**config.mk**
```make
export PLATFORM = sky130hd
export DESIGN_NAME = multicycle_control
export DESIGN_NICKNAME = d
export VERILOG_FILES = /design/src/rtl/multicycle_control.sv
export SDC_FILE = /design/constraint.sdc
export NUM_CORES = 1
export LEC_CHECK = 0
export CAP_MARGIN = 5
export CORE_MARGIN = 5
export CORE_UTILIZATION = 43
export DETAILED_ROUTE_END_ITERATION = 6
export GPL_TIMING_DRIVEN = 0
export PLACE_DENSITY_LB_ADDON = 0.08
export SLEW_MARGIN = 20
export SYNTH_ARGS = -nofsm -noshare
export SYNTH_HDL_FRONTEND = slang
export SYNTH_SLANG_ARGS = --single-unit
```
**constraint.sdc**
```tcl
create_clock -name clk -period 1.77 [get_ports clk]
set_input_delay 0.2655 -clock clk [delete_from_list [all_inputs] [get_ports clk]]
set_output_delay 0.2655 -clock clk [all_outputs]
set_load 0.03 [all_outputs]
```
**src/rtl/multicycle_control.sv**
```systemverilog
// Moore control FSM for the multicycle MIPS datapath: 3-5 states per instruction plus MEM_WAIT dwell cycles
// in FETCH/MEMRD/MEMWR. Outputs decode from state, counter and OP; only BRANCH PCWrite follows Zero combinationally.
module multicycle_control #(
    parameter int OP_WIDTH    = 6,
    parameter int ALUOP_WIDTH = 3,
    parameter int MEM_WAIT    = 0
) (
    input  logic                   clk,
    input  logic                   reset,
    input  logic [OP_WIDTH-1:0]    OP,
    input  logic                   Zero,
    output logic                   PCWrite,
    output logic                   IorD,
    output logic                   MemRead,
    output logic                   MemWrite,
    output logic                   IRWrite,
    output logic [1:0]             RegDst,
    output logic [1:0]             MemtoReg,
    output logic                   RegWrite,
    output logic                   ALUSrcA,
    output logic [1:0]             ALUSrcB,
    output logic [ALUOP_WIDTH-1:0] ALUOp,
    output logic [1:0]             PCSource,
    output logic                   IllegalOp,
    output logic [3:0]             State
);

    localparam logic [3:0] FETCH  = 4'd0;
    localparam logic [3:0] DECODE = 4'd1;
    localparam logic [3:0] MEMADR = 4'd2;
    localparam logic [3:0] MEMRD  = 4'd3;
    localparam logic [3:0] MEMWB  = 4'd4;
    localparam logic [3:0] MEMWR  = 4'd5;
    localparam logic [3:0] EXEC_R = 4'd6;
    localparam logic [3:0] EXEC_I = 4'd7;
    localparam logic [3:0] ALUWB  = 4'd8;
    localparam logic [3:0] BRANCH = 4'd9;
    localparam logic [3:0] JUMP   = 4'd10;
    localparam logic [3:0] LUIWB  = 4'd11;

    localparam logic [OP_WIDTH-1:0] OP_R    = OP_WIDTH'(6'h00);
    localparam logic [OP_WIDTH-1:0] OP_J    = OP_WIDTH'(6'h02);
    localparam logic [OP_WIDTH-1:0] OP_JAL  = OP_WIDTH'(6'h03);
    localparam logic [OP_WIDTH-1:0] OP_BEQ  = OP_WIDTH'(6'h04);
    localparam logic [OP_WIDTH-1:0] OP_BNE  = OP_WIDTH'(6'h05);
    localparam logic [OP_WIDTH-1:0] OP_ADDI = OP_WIDTH'(6'h08);
    localparam logic [OP_WIDTH-1:0] OP_ANDI = OP_WIDTH'(6'h0c);
    localparam logic [OP_WIDTH-1:0] OP_ORI  = OP_WIDTH'(6'h0d);
    localparam logic [OP_WIDTH-1:0] OP_LUI  = OP_WIDTH'(6'h0f);
    localparam logic [OP_WIDTH-1:0] OP_LW   = OP_WIDTH'(6'h23);
    localparam logic [OP_WIDTH-1:0] OP_SW   = OP_WIDTH'(6'h2b);

    localparam int CW = (MEM_WAIT < 1) ? 1 : $clog2(MEM_WAIT + 1);
    localparam logic [CW-1:0] WAIT_LAST = CW'(MEM_WAIT);

    logic [3:0]    state;
    logic [3:0]    nextState;
    logic [CW-1:0] dwell;
    logic          dwellDone;
    logic          illegalReg;
    logic [2:0]    aluOp3;

    assign dwellDone = (dwell == WAIT_LAST);

    always_comb begin
        nextState = state;
        case (state)
            FETCH:  if (dwellDone) nextState = DECODE;
            DECODE: begin
                case (OP)
                    OP_LW, OP_SW:              nextState = MEMADR;
                    OP_R:                      nextState = EXEC_R;
                    OP_ADDI, OP_ORI, OP_ANDI:  nextState = EXEC_I;
                    OP_BEQ, OP_BNE:            nextState = BRANCH;
                    OP_J, OP_JAL:              nextState = JUMP;
                    OP_LUI:                    nextState = LUIWB;
                    default:                   nextState = FETCH;
                endcase
            end
            MEMADR: nextState = (OP == OP_SW) ? MEMWR : MEMRD;
            MEMRD:  if (dwellDone) nextState = MEMWB;
            MEMWR:  if (dwellDone) nextState = FETCH;
            EXEC_R, EXEC_I: nextState = ALUWB;
            default: nextState = FETCH;
        endcase
    end

    // Only the dwell states ever loop on themselves, so any state change is an entry that restarts the counter.
    always_ff @(posedge clk) begin
        if (reset) begin
            state      <= FETCH;
            dwell      <= '0;
            illegalReg <= 1'b0;
        end else begin
            state <= nextState;
            dwell <= (nextState != state) ? '0 : dwell + CW'(1);
            if (state == DECODE && nextState == FETCH)
                illegalReg <= 1'b1;
        end
    end

    always_comb begin
        PCWrite   = 1'b0;
        IorD      = 1'b0;
        MemRead   = 1'b0;
        MemWrite  = 1'b0;
        IRWrite   = 1'b0;
        RegDst    = 2'b00;
        MemtoReg  = 2'b00;
        RegWrite  = 1'b0;
        ALUSrcA   = 1'b0;
        ALUSrcB   = 2'b00;
        aluOp3    = 3'b000;
        PCSource  = 2'b00;
        IllegalOp = 1'b0;
        State     = 4'd0;
        if (!reset) begin
            IllegalOp = illegalReg;
            State     = state;
            case (state)
                FETCH: begin
                    MemRead = 1'b1;
                    ALUSrcB = 2'b01;
                    aluOp3  = 3'b011;
                    IRWrite = dwellDone;
                    PCWrite = dwellDone;
                end
                DECODE: begin
                    ALUSrcB = 2'b10;
                    aluOp3  = 3'b011;
                end
                MEMADR: begin
                    ALUSrcA = 1'b1;
                    ALUSrcB = 2'b10;
                    aluOp3  = 3'b011;
                end
                MEMRD: begin
                    MemRead = 1'b1;
                    IorD    = 1'b1;
                end
                MEMWB: begin
                    RegWrite = 1'b1;
                    MemtoReg = 2'b01;
                end
                MEMWR: begin
                    MemWrite = 1'b1;
                    IorD     = 1'b1;
                end
                EXEC_R: begin
                    ALUSrcA = 1'b1;
                    aluOp3  = 3'b111;
                end
                EXEC_I: begin
                    ALUSrcA = 1'b1;
                    case (OP)
                        OP_ADDI: begin ALUSrcB = 2'b10; aluOp3 = 3'b011; end
                        OP_ORI:  begin ALUSrcB = 2'b11; aluOp3 = 3'b001; end
                        OP_ANDI: begin ALUSrcB = 2'b11; aluOp3 = 3'b000; end
                        default: ;
                    endcase
                end
                ALUWB: begin
                    RegWrite = 1'b1;
                    RegDst   = (OP == OP_R) ? 2'b01 : 2'b00;
                end
                BRANCH: begin
                    ALUSrcA  = 1'b1;
                    aluOp3   = 3'b100;
                    PCSource = 2'b01;
                    PCWrite  = (OP == OP_BNE) ? ~Zero : Zero;
                end
                JUMP: begin
                    PCSource = 2'b10;
                    PCWrite  = 1'b1;
                    if (OP == OP_JAL) begin
                        RegWrite = 1'b1;
                        RegDst   = 2'b10;
                        MemtoReg = 2'b10;
                    end
                end
                LUIWB: begin
                    RegWrite = 1'b1;
                    MemtoReg = 2'b11;
                    aluOp3   = 3'b101;
                end
                default: ;
            endcase
        end
    end

    assign ALUOp = ALUOP_WIDTH'(aluOp3);

endmodule

```
[Yosys cells after proc, flatten, opt, wreduce, memory -nomap -nowiden]
Cells that the tools add are included.
Storage, ports and cells
  word-level logic and storage cells: 83
  bits in registers: 6
Cells by class
  reductions and logical operators: 17
  add/sub/neg operators: 1
  equality and inequality tests: 22
  bitwise gates (word level): 2
  mux-type cells: 38
Operator list (number)
  case mux 4 bit (6 select lines): 2
  == test 6 x 4 -> 1 bit (second input constant): 4
  OR reduction 2 bit: 9
  == test 4 x 3 -> 1 bit (second input constant): 4
  == test 4 bit (second input constant): 4
  2-to-1 mux 1 bit: 16
  2-to-1 mux 4 bit: 4
  case mux 2 bit (2 select lines): 4
  case mux 3 bit (5 select lines): 1
  == test 6 x 2 -> 1 bit (second input constant): 2
  == test 6 x 3 -> 1 bit (second input constant): 2
  == test 6 bit (second input constant): 2
  case mux 2 bit (3 select lines): 2
  2-to-1 mux 2 bit: 5
  OR reduction 3 bit: 3
  == test 4 x 2 -> 1 bit (second input constant): 2
  logical NOT 4 bit: 2
  logical NOT 6 bit: 1
  2-to-1 mux 3 bit: 2
  == test 4 x 1 -> 1 bit (second input constant): 1
  != test 4 bit: 1
  OR reduction 4 bit: 1
  case mux 1 bit (3 select lines): 1
  NOT 1 bit: 2
  3 further kinds: 3

[Longest topological paths before layout]
Gate-level depths: netlist of run 1.
  word-level depth: 6
  gate-level depth with buffers: 6
  gate-level depth less buffers: 5

[Worst setup path after synthesis of run 1]
No wires, ideal clock.
  kind: flip-flop to output port
  start point: register state[0]
  end point: output port PCWrite
  setup slack: -0.405 ns
  stages on the path, launching flop included: 5
  arrival: 1.909 ns
  cell sequence: dfxtp_1 -> buf_2 -> nor2b_1 -> and3_1 -> a22o_1
On the way
  word-level cells in the longest chain between the ends: 3
  elaborated cells between the ends (all ways): 5
  classes of those cells: eq/ne: 2; mux: 2; reduce/logical: 1
RTL lines
  from (decl): line 56  | logic [3:0] state;
  from (signal assigned): line 95  | state <= nextState;
  == test 4 bit or logical NOT 4 bit (tied branches): line 120  | case (state)
  case mux 1 bit (3 select lines) (*): line 120
  2-to-1 mux 1 bit (*): line 117  | if (!reset) begin
  to (decl): line 12  | output logic PCWrite,
Mark *: on every way between the ends. The rest lies on a longest branch, timed or not.

[Worst setup path in the final report of run 1]
  start point: register state[1]
  end point: output port ALUSrcB[1]
On the way
  word-level cells in the longest chain between the ends: 4
  elaborated cells between the ends (all ways): 7
  classes of those cells: eq/ne: 3; mux: 2; reduce/logical: 2
RTL lines
  == test 4 x 1 -> 1 bit or == test 4 x 2 -> 1 bit (tied branches): line 120
  OR reduction 2 bit (no line)
  case mux 2 bit (3 select lines) (*): line 120
  2-to-1 mux 2 bit (*): line 117
  to (decl): line 21  | output logic [1:0] ALUSrcB,
Marked as above.

==> run summary, run 1 <==
=====================================================================================
Clk root buf                                                                 clkbuf_4
Inserted Clock Buffers                                                              3
Clock sink count                                                                    6
Die Footprint                                                              2930 sq um
# rows                                                                             16
Detailed-route DRC error count                                                      0
Cell count of the worst hold path                                                   4
Post-detailed-route via-to-cell ratio                                            5.93
Fraction of layout instances using a drive strength above 1                     50.3%
Die width                                                                     54.1 um
Most instantiated flip-flop cell in the synthesis netlist                     dfxtp_1
I/O Buffers                                                                        27
Achievable Freq                                                               547 MHz
Critical path arrival                                                         1.56 ns
Wire length per cell                                                          15.6 um
Post-Synthesis Cells                                                              125
CTS HTree Levels                                                                    1
CTS clk-pin slew, worst paths                                                 0.04 ns
Final cell area excluding filler cells                                     1380 sq um
Synth-to-layout area growth                                                     64.7%
Antenna Violating Nets Remaining                                                    0
Final Skew                                                                 0.00248 ns
Proportion of synthesized flip-flops having asynchronous set or reset              0%
Portion of synthesized cell area occupied by the leading cell type              14.3%
Sum of routed wire length over all layers                                     2970 um
Final GP Congestion                                                             0.941
Crit-path max FO                                                                    4
Max-cap violations                                                                  0
Share of synthesized area occupied by flip-flops and latches                    14.3%
Violations in the final reports                                          setup timing
Yosys Warn Count                                                                    0
Critical path class                                                           reg2out
Count of unique library cells instantiated by Yosys                                45
Overall overflow remaining after global route                                       0
Post-synth design cell area                                                 837 sq um
Number of synthesized register bits                                                 6
Floorplan die height                                                          54.1 um
Pin count of the biggest net entering global routing                               11
Sort of element at the start of the critical path                            register
Synthesized area divided by synthesized cell count                         6.70 sq um
Setup TNS Final                                                            -0.0573 ns
Reported leakage power                                                       0.570 nW
CP cell instances                                                        nor2b_4 -> nand4_1 -> nor2_2 -> o21bai_1 -> a31oi_2 -> buf_6
Synth top cells by count                                                 nor2_1, nand2_1, a21oi_1, buf_2, nor2b_1
Nets                                                                              174
ANT cells                                                                           0
Overall routing resource usage                                                  20.5%
Hold Path End                                                            state[3]$_SDFF_PP0_
Global-route wire length before repair                                        4470 um
Type of destination of the critical path                                   output pin
Count of routing violations after the opening detailed-route iteration             21
Hold Path Origin                                                                OP[5]
Router iterations before antenna repair                                             4
Register-to-register setup slack                                              0.19 ns
Required time of the critical path                                            1.50 ns
Multi-input gate area                                                       793 sq um
Initial cell density of the core                                                44.0%
FF/Latch Area                                                               133 sq um
Period utilization                                                               103%
Highest ir drop seen on vdd                                                    697 uV
Endpoints failing setup                                                             1
Most area-hungry cell type in the Yosys netlist                               dfxtp_1
Half-perimeter wire length of the detailed placement result                   1910 um
Crit-path slowest cell                                                        dfxtp_4
Reg-to-reg critical path endpoint                                        illegalReg$_SDFFE_PP0P_
Reg2reg path depth                                                                  6
Most frequently used cell type in the post-synthesis netlist                   nor2_1
Number of enable flip-flop cells after synthesis                                    0
CP max stage delay                                                            0.36 ns
Buffers from clock root to sink, at most                                            2
Placeable core region                                                      1900 sq um
Power per unit of standard cell area                                      387 nW/um^2
Setup repair after global routing missed its margin                               yes
Tightest Hold Check Type                                                       in2reg
Number of antenna violations at the first check in global routing                   0
Number of primary I/O pins                                                         32
TritonCTS clock tree                                                              yes
Number of global-route vias before repair                                        1009
Worst setup margin                                                         -0.0573 ns
Post-Syn Nets                                                                     134
Result of the run                                                        finished, violations left
Filler Cell Count                                                                 161
Top cells by area in the synthesized netlist                             dfxtp_1, nor2_1, a21oi_1
Max-slew violation count                                                            0
Post-layout minimum cycle time                                                1.83 ns
Number of vias in the routed layout                                              1126
Final Hold Viols                                                                    0
Post-placement cell area                                                   1170 sq um
R2R Path Start                                                           state[2]$_SDFF_PP0_
Clock latency reported for the late side of the worst-skew pair               0.25 ns
=====================================================================================
## layout make-up
class	count	share of cell area, %
multi-input cells	105	57.5
repair buffers	36	21.2
plain buffers	10	6.53
inverters	3	0.998
clock buffers	3	1.63
flip-flops and latches	6	9.62
well taps	27	2.45
## how the worst max path moves through the flow
stage,start,endpoint,slack (ns),depth (start not counted)
2_1_floorplan,state[0]$_SDFF_PP0_,PCWrite,-0.20,4
3_3_place_gp,OP[4],ALUSrcB[1],-0.94,7
3_5_place_dp,OP[4],ALUSrcB[1],-0.96,7
4_1_cts,state[1]$_SDFF_PP0_,ALUSrcB[1],-0.05,6
5_1_grt,state[1]$_SDFF_PP0_,ALUSrcB[1],-0.14,6
6_report,state[1]$_SDFF_PP0_,ALUSrcB[1],-0.06,6
## critical path: cells and delay by family, from the launching register on
kind | cells | cell delay [ns]
compound gates | 2 | 0.28
buf+inv | 1 | 0.15
flops | 1 | 0.36
simple gates | 3 | 0.52
## state kept, by name (all words and copies together) (netlist names)
signal	cells
state	4
dwell	1
illegalReg	1
## kinds of logic (layout without fill, tap and decap cells)
| family | Yosys count | in the layout | share of synthesized area [%] |
|---|---|---|---|
| AND/OR/NAND/NOR | 66 | 66 | 42.9 |
| AO/OA/AOI/OAI | 34 | 34 | 29.6 |
| buffers and inverters | 14 | 52 | 8.22 |
| flip-flops | 6 | 6 | 14.4 |
| XOR/XNOR | 2 | 2 | 2.09 |
| multiplexers | 2 | 2 | 2.39 |
| other | 1 | 1 | 0.448 |
## repair_timing
| item | in CTS | in global routing |
|---|---|---|
| gates resized for setup | 132 | 47 |
| pin swaps | 9 | 10 |
| setup endpoints to repair | 22 | 20 |
| hold buffers | 0 | 0 |
| cloned | 0 | 0 |
| setup buffers | 4 | 5 |
## cell usage in the layout (no fill, tap or decap), types with 3 or more instances in the layout
master and count:
nor3_2 3, buf_2 9, nor2_1 12, o21ai_0 3, clkbuf_2 3, buf_4 11, dfxtp_4 3, a21oi_2 4
and3_1 4, o211ai_1 3, dlygate4sd2_1 3, nor2b_1 5, clkbuf_4 6, nor2_2 4, nand2_1 12, nand3_1 4
a21oi_1 7, clkdlybuf4s15_2 3, buf_6 11
## stage by stage
| stage | total power [mW] | setup slack, ns | hold WS (ns) | cells | util, % |
|---|---|---|---|---|---|
| after floorplan | 0.294 | -0.203 | 0.493 | 125 | - |
| after global placement | 0.363 | -0.941 | 0.579 | 179 | 61.4 |
| after detailed placement | 0.365 | -0.963 | 0.605 | 179 | 61.4 |
| after CTS | 0.512 | -0.0495 | 0.398 | 186 | 66.2 |
| after global routing | 0.566 | -0.141 | 0.498 | 190 | 72.5 |
| final | 0.533 | -0.0573 | 0.451 | 190 | 72.5 |
## power breakdown
part	leakage [nW]	total, mW	switching, mW	internal [mW]
Clock	0.0138	0.127	0.0498	0.0767
Combinational	0.505	0.261	0.152	0.110
Sequential	0.0518	0.145	0.00673	0.139
Total	0.570	0.533	0.208	0.325
## routing by layer
| metal | vias to the layer above | wire length (um) | track usage [%] | share of wire, % |
|---|---|---|---|---|
| met3 | 8 | 187 | 3.60 | 6.3 |
| li1 | 536 | - | - | - |
| met4 | 0 | 68 | 4.98 | 2.3 |
| met1 | 531 | 1260 | 25.2 | 43 |
| met5 | - | 0 | 0 | 0 |
| met2 | 51 | 1450 | 36.3 | 49 |
Power figures use the tool's default switching activity.
==> run 2: changes to the inputs <==
Clock period 1.77 ns to 1.95 ns, I/O delays scaled along.
==> run 2 against run 1 <==
First-iteration DRC count is 38% lower. Cell count is 3.7% lower. Core utilization decreased by 7.6 points. Clock-buffer cell count is the same. The run now ends clean. Sequential share of layout area increased by 0.62 points. Global-route usage increased by 0.54 points. Clock skew fell by 0.0011 ns. Critical path depth is 1 higher. Largest cell class unchanged. Register-to-register slack improved by 0.25 ns.
==> run summary, run 2 (synthesis gave the netlist of run 1 again) <==
=====================================================================================
Result of the run                                                        finished, final reports clean
FF/Latch Area                                                               126 sq um   -4.7%
Clk root buf                                                                 clkbuf_4
Net switching fraction of the power                                             38.2%   -0.88 points
Fraction of layout instances using a drive strength above 1                     37.2%   -13 points
Period utilization                                                              97.2%
Achievable Freq                                                               528 MHz
Endpoints failing setup                                                             0   -1
Final-layout worst hold slack                                                0.472 ns   +0.0214 ns
Final Hold Viols                                                                    0   unchanged
CP max stage delay                                                            0.31 ns   -0.05 ns
Overall overflow remaining after global route                                       0   unchanged
Type of destination of the critical path                                   output pin
Flip-flop count of the largest register, all copies and words added                 4   unchanged
Required time of the critical path                                            1.66 ns   +0.16 ns
Max-slew violation count                                                            0   unchanged
Number of primary I/O pins                                                         32   unchanged
Relative max-transition margin                                                  64.1%
Die Footprint                                                              2930 sq um   unchanged
Final GP Congestion                                                             0.967   +2.8%
Crit-path max FO                                                                    5   +1
Pre-CTS setup slack                                                         -0.820 ns   +0.144 ns
Highest ir drop seen on vdd                                                    436 uV   -37%
# rows                                                                             16   unchanged
Router iterations before antenna repair                                             5   +1
Max-cap violations                                                                  0   unchanged
Global-route wire length before repair                                        4670 um   +4.5%
I/O Buffers                                                                        27   unchanged
Reg with most FFs                                                               state
Leading cell type in the layout, fill and taps excluded                        nor2_1
Sum of routed wire length over all layers                                     2710 um   -8.6%
Placeable core region                                                      1900 sq um   unchanged
Inserted Clock Buffers                                                              3   unchanged
Wire length per cell                                                          14.8 um   -5.1%
Number of global-route vias before repair                                        1002   -0.69%
CTS HTree Levels                                                                    1   unchanged
ANT cells                                                                           0   unchanged
Clock latency reported for the late side of the worst-skew pair               0.24 ns   about the same
Count of routing violations after the opening detailed-route iteration             13   -38%
Most used cells in the layout excluding fill and tap cells               nor2_1, nand2_1, a21oi_1
Detailed-route DRC error count                                                      0   unchanged
Crit-path slowest cell                                                   dlygate4sd2_1
Post-layout util                                                                64.9%   -7.6 points
Worst slew pin tran                                                          0.539 ns
Buffers from clock root to sink, at most                                            2   unchanged
Count of placed standard cells in the final layout, fillers left out              183   -3.7%
Comb pwr share                                                                  45.5%   -3.5 points
Setup repair after global routing missed its margin                               yes
Final cell area excluding filler cells                                     1230 sq um   -11%
Pin count of the biggest net entering global routing                               11   unchanged
Antenna Violating Nets Remaining                                                    0   unchanged
Initial cell density of the core                                                44.0%   unchanged
Post-layout minimum cycle time                                                1.90 ns
Number of instances in the placed design                                          179   unchanged
Reported leakage power                                                       0.531 nW   -7.0%
Total internal power                                                         0.276 mW   -15%
Clock sink count                                                                    6   unchanged
Synth-to-layout area growth                                                     47.4%
TritonCTS clock tree                                                              yes
Critical path arrival                                                         1.60 ns   +0.04 ns
Power per unit of standard cell area                                      362 nW/um^2   -6.5%
Floorplan die height                                                          54.1 um   unchanged
Half-perimeter wire length of the detailed placement result                   2030 um   +6.0%
Registers with the most flip-flops                                       state: 4 flops, dwell: 1 flops, illegalReg: 1 flops
Critical path class                                                            in2out
Filler Cell Count                                                                 185   +15%
Setup TNS Final                                                                  0 ns   +0.0573 ns
Number of vias in the routed layout                                              1036   -8.0%
Total power                                                                  0.446 mW   -16%
Overall routing resource usage                                                  21.0%   +0.54 points
Post-detailed-route via-to-cell ratio                                            5.66   -4.5%
Number of antenna violations at the first check in global routing                   0   unchanged
CP cell instances                                                        dlygate4sd2_1 -> nor3_2 -> and3_4 -> nand2_1 -> a311oi_2 -> o21a_1 -> buf_4
Post-placement cell area                                                   1160 sq um   -0.54%
Multi-input gate area                                                       729 sq um   -8.0%
Share of power burned in registers                                              29.9%   +2.6 points
Total net switching power                                                    0.170 mW   -18%
Tightest Hold Check Type                                                       in2reg
Clock network fraction of design power                                          24.5%   +0.8 points
Final Skew                                                                 0.00134 ns   -0.00114 ns
Die width                                                                     54.1 um   unchanged
Sort of element at the start of the critical path                          input port
Worst setup margin                                                          0.0548 ns   +0.112 ns
Nets                                                                              167   -4.0%
CTS clk-pin slew, worst paths                                                 0.04 ns   about the same
=====================================================================================
==> run 2: cell types whose count changed in the layout (fill, tap and decap cells not counted), sizes merged <==
cell and change:
dlygate4sd2 +4, clkbuf +2, buf -15, clkdlybuf4s15 +2
==> run 2: final cells by class <==
class | instances | area share [%]
multi-input cells | 105 | 59.1
well taps | 27 | 2.74
flip-flops and latches | 6 | 10.2
inverters | 3 | 0.913
plain buffers | 11 | 7.30
clock buffers | 3 | 1.83
repair buffers | 28 | 17.8
==> run 2: critical path: cells and delay by family <==
family          cells  cell delay, ns
simple gates        3            0.46
compound gates      2            0.39
buf+inv             2            0.46
==> run 2: final timing paths <==
path                             from                       to  slack (ns)  depth (start not counted)
setup / recovery                OP[4]                 ALUOp[0]        0.05                          7
hold / removal                  OP[5]      state[3]$_SDFF_PP0_        0.47                          4
setup reg to reg  state[3]$_SDFF_PP0_  illegalReg$_SDFFE_PP0P_        0.44                          5
hold reg to reg   state[3]$_SDFF_PP0_      state[2]$_SDFF_PP0_        0.62                          3
==> run 2: repair_timing <==
| action | CTS | global route |
|---|---|---|
| hold buffers | 0 | 0 |
| gates cloned | 0 | 0 |
| setup endpoints to repair | 22 | 18 |
| pin swaps | 1 | 3 |
| gates resized for setup | 72 | 41 |
| endpoints found under the hold margin | 0 | 0 |
| buffers inserted | 1 | 0 |
==> run 2: power by group through the flow <==
stage	registers [mW]	clock network, mW	logic (mW)
floorplan	0.134	0	0.132
global placement	0.136	0	0.193
detailed placement	0.136	0	0.195
CTS	0.134	0.111	0.196
global route	0.134	0.118	0.219
finish	0.134	0.110	0.203
==> run 2: metal layers <==
| layer | part of all wire, % | global-route usage, % |
|---|---|---|
| met3 | 5.2 | 2.49 |
| met2 | 51 | 38.6 |
| met1 | 44 | 26.7 |
| met5 | 0 | 0 |
| met4 | 0.48 | 1.66 |
==> run 3: changes to the inputs <==
Settings changed: GPL_TIMING_DRIVEN 0 to not set.
==> run 3 against run 2 <==
Critical path depth fell by 1. Flip-flop and latch count unchanged. Die area unchanged. Power rose by 6.7%. Clock skew hardly changed. Largest power group unchanged. Clock-buffer cell count unchanged. Setup slack got worse by 0.012 ns. Highest routed layer unchanged. Via count is 8.3% higher. Routed wire length increased by 1.3%.
==> run summary, run 3 (synthesis gave the netlist of run 1 again) <==
=====================================================================================
Reported leakage power                                                       0.620 nW   +17%
ANT cells                                                                           0   unchanged
Die Footprint                                                              2930 sq um   unchanged
Sum of routed wire length over all layers                                     2750 um   +1.3%
Highest ir drop seen on vdd                                                    580 uV   +33%
Tightest Hold Check Type                                                       in2reg
Placeable core region                                                      1900 sq um   unchanged
FF/Latch Area                                                               123 sq um   -3.0%
Post-detailed-route via-to-cell ratio                                            5.55   -1.9%
Fraction of layout instances using a drive strength above 1                     46.9%   +9.7 points
Crit-path slowest cell                                                        dfxtp_1
Critical path arrival                                                         1.61 ns   about the same
Dominant delay contributor by cell family on the critical path           simple AND/OR/NAND/NOR gates
Count of routing violations after the opening detailed-route iteration             32   +19
Half-perimeter wire length of the detailed placement result                   2140 um   +5.4%
CP max stage delay                                                            0.40 ns   +0.09 ns
Setup repair after global routing missed its margin                               yes
Post-layout minimum cycle time                                                1.91 ns   +0.0118 ns
Nets                                                                              186   +11%
CP cell instances                                                        and2b_2 -> nor2_2 -> a21oi_1 -> nor3_2 -> and2_4 -> buf_6
R2R Path Start                                                           state[3]$_SDFF_PP0_
Most used cells in the layout excluding fill and tap cells               buf_4, nor2_1, nand2_1
TritonCTS clock tree                                                              yes
Reg-to-reg critical path endpoint                                        illegalReg$_SDFFE_PP0P_
Type of destination of the critical path                                   output pin
I/O Buffers                                                                        31   +15%
Wire length per cell                                                          13.6 um   -8.3%
Final Hold Viols                                                                    0   unchanged
Pin count of the biggest net entering global routing                               23   +12
Endpoints failing setup                                                             0   unchanged
Power per unit of standard cell area                                      354 nW/um^2   -2.2%
Cell count of the worst hold path                                                   4   unchanged
Clk root buf                                                                 clkbuf_4
Hold Path Origin                                                                OP[0]
Number of antenna violations at the first check in global routing                   0   unchanged
CTS HTree Levels                                                                    1   unchanged
Router iterations before antenna repair                                             4   -1
Flip-flop count of the largest register, all copies and words added                 4   unchanged
Required time of the critical path                                            1.66 ns   about the same
Final GP Congestion                                                             0.922   -4.7%
Achievable Freq                                                               524 MHz   -0.62%
Critical path class                                                           reg2out
Final Skew                                                                0.000987 ns   -0.000351 ns
Clock sink count                                                                    6   unchanged
Number of primary I/O pins                                                         32   unchanged
Initial cell density of the core                                                44.0%   unchanged
Max-slew violation count                                                            0   unchanged
Reg with most FFs                                                               state
Register-to-register setup slack                                              0.36 ns   -0.08 ns
Overall overflow remaining after global route                                       0   unchanged
Overall routing resource usage                                                  20.8%   -0.17 points
Filler Cell Count                                                                 168   -9.2%
Floorplan die height                                                          54.1 um   unchanged
Number of buffers added to fix hold violations after cts                            0   unchanged
Buffers from clock root to sink, at most                                            2   unchanged
Leading cell type in the layout, fill and taps excluded                         buf_4
Antenna Violating Nets Remaining                                                    0   unchanged
Period utilization                                                              97.8%   +0.61 points
Clock latency reported for the late side of the worst-skew pair               0.23 ns   about the same
Synth-to-layout area growth                                                     60.8%
Global-route wire length before repair                                        4600 um   -1.6%
Sort of element at the start of the critical path                            register
Combined buffer and inverter count along the critical path                          1   -1
CTS clk-pin slew, worst paths                                                 0.04 ns   about the same
Inserted Clock Buffers                                                              3   unchanged
Hold Path End                                                            state[1]$_SDFF_PP0_
Registers with the most flip-flops                                       state: 4 flops, dwell: 1 flops, illegalReg: 1 flops
Detailed-route DRC error count                                                      0   unchanged
Result of the run                                                        finished, final reports clean
Post-layout util                                                                70.8%   +5.9 points
Crit-path max FO                                                                    7   +2
Number of global-route vias before repair                                        1075   +7.3%
Die width                                                                     54.1 um   unchanged
# rows                                                                             16   unchanged
Number of vias in the routed layout                                              1122   +8.3%
Reg2reg path depth                                                                  6   +1
Final-layout worst hold slack                                                0.567 ns   +0.0952 ns
Max-cap violations                                                                  0   unchanged
Multi-input gate area                                                       708 sq um   -2.9%
=====================================================================================
run 3: metal layers:
metal  vias to the layer above  GRT usage, %  wire [um]
met3                         2          4.99        209
met2                        51          37.1       1450
met1                       516          24.4       1060
li1                        553             -          -
met4                         0          5.81         25
met5                         -             0          0
run 3: per-stage QoR:
stage | power (mW) | TNS, ns | cells | instance area (sq um) | setup slack [ns]
6_report | 0.476 | 0 | 202 | 1350 | 0.0429
5_1_grt | 0.513 | -0.126 | 202 | 1350 | -0.0641
4_1_cts | 0.469 | 0 | 201 | 1320 | 0.0292
3_5_place_dp | 0.356 | -1.26 | 196 | 1270 | -0.257
3_3_place_gp | 0.353 | -1.12 | 196 | 1270 | -0.233
2_1_floorplan | 0.266 | -0.0504 | 125 | 857 | -0.0504
run 3: power by group:
part           leakage, nW  switching [mW]  total (mW)  internal (mW)
clock               0.0138          0.0379       0.107         0.0691
sequential          0.0500         0.00720       0.137          0.129
combinational        0.556           0.126       0.233          0.107
run 3: timing repair:
| action | CTS | global route |
|---|---|---|
| setup buffers | 2 | 1 |
| setup endpoints to repair | 7 | 8 |
| gates resized for setup | 13 | 22 |
| pin swaps | 7 | 7 |
run 3: tightest hold or removal path, cell delays in order:
cell and delay, ns:
clkbuf_2 0.14, a21o_1 0.14, a311oi_2 0.11, nor2_1 0.08
run 3: final cells by class:
class,instances,area share (%)
Sequential cell,6,9.11
Inverter,3,0.836
Tap cell,27,2.51
Clock buffer,3,1.67
Timing Repair Buffer,58,33.3
Multi-Input combinational cell,105,52.6
run 3: worst max path at each step:
stage / start / to / slack (ns) / depth (start not counted)
floorplan: state[0]$_SDFF_PP0_ / PCWrite / -0.05 / 4
global placement: OP[1] / ALUSrcB[1] / -0.23 / 7
global route: state[2]$_SDFF_PP0_ / ALUOp[0] / -0.06 / 6
detailed placement: OP[1] / ALUSrcB[1] / -0.26 / 7
finish: state[2]$_SDFF_PP0_ / ALUOp[1] / 0.04 / 6
CTS: state[0]$_SDFF_PP0_ / RegDst[1] / 0.03 / 5
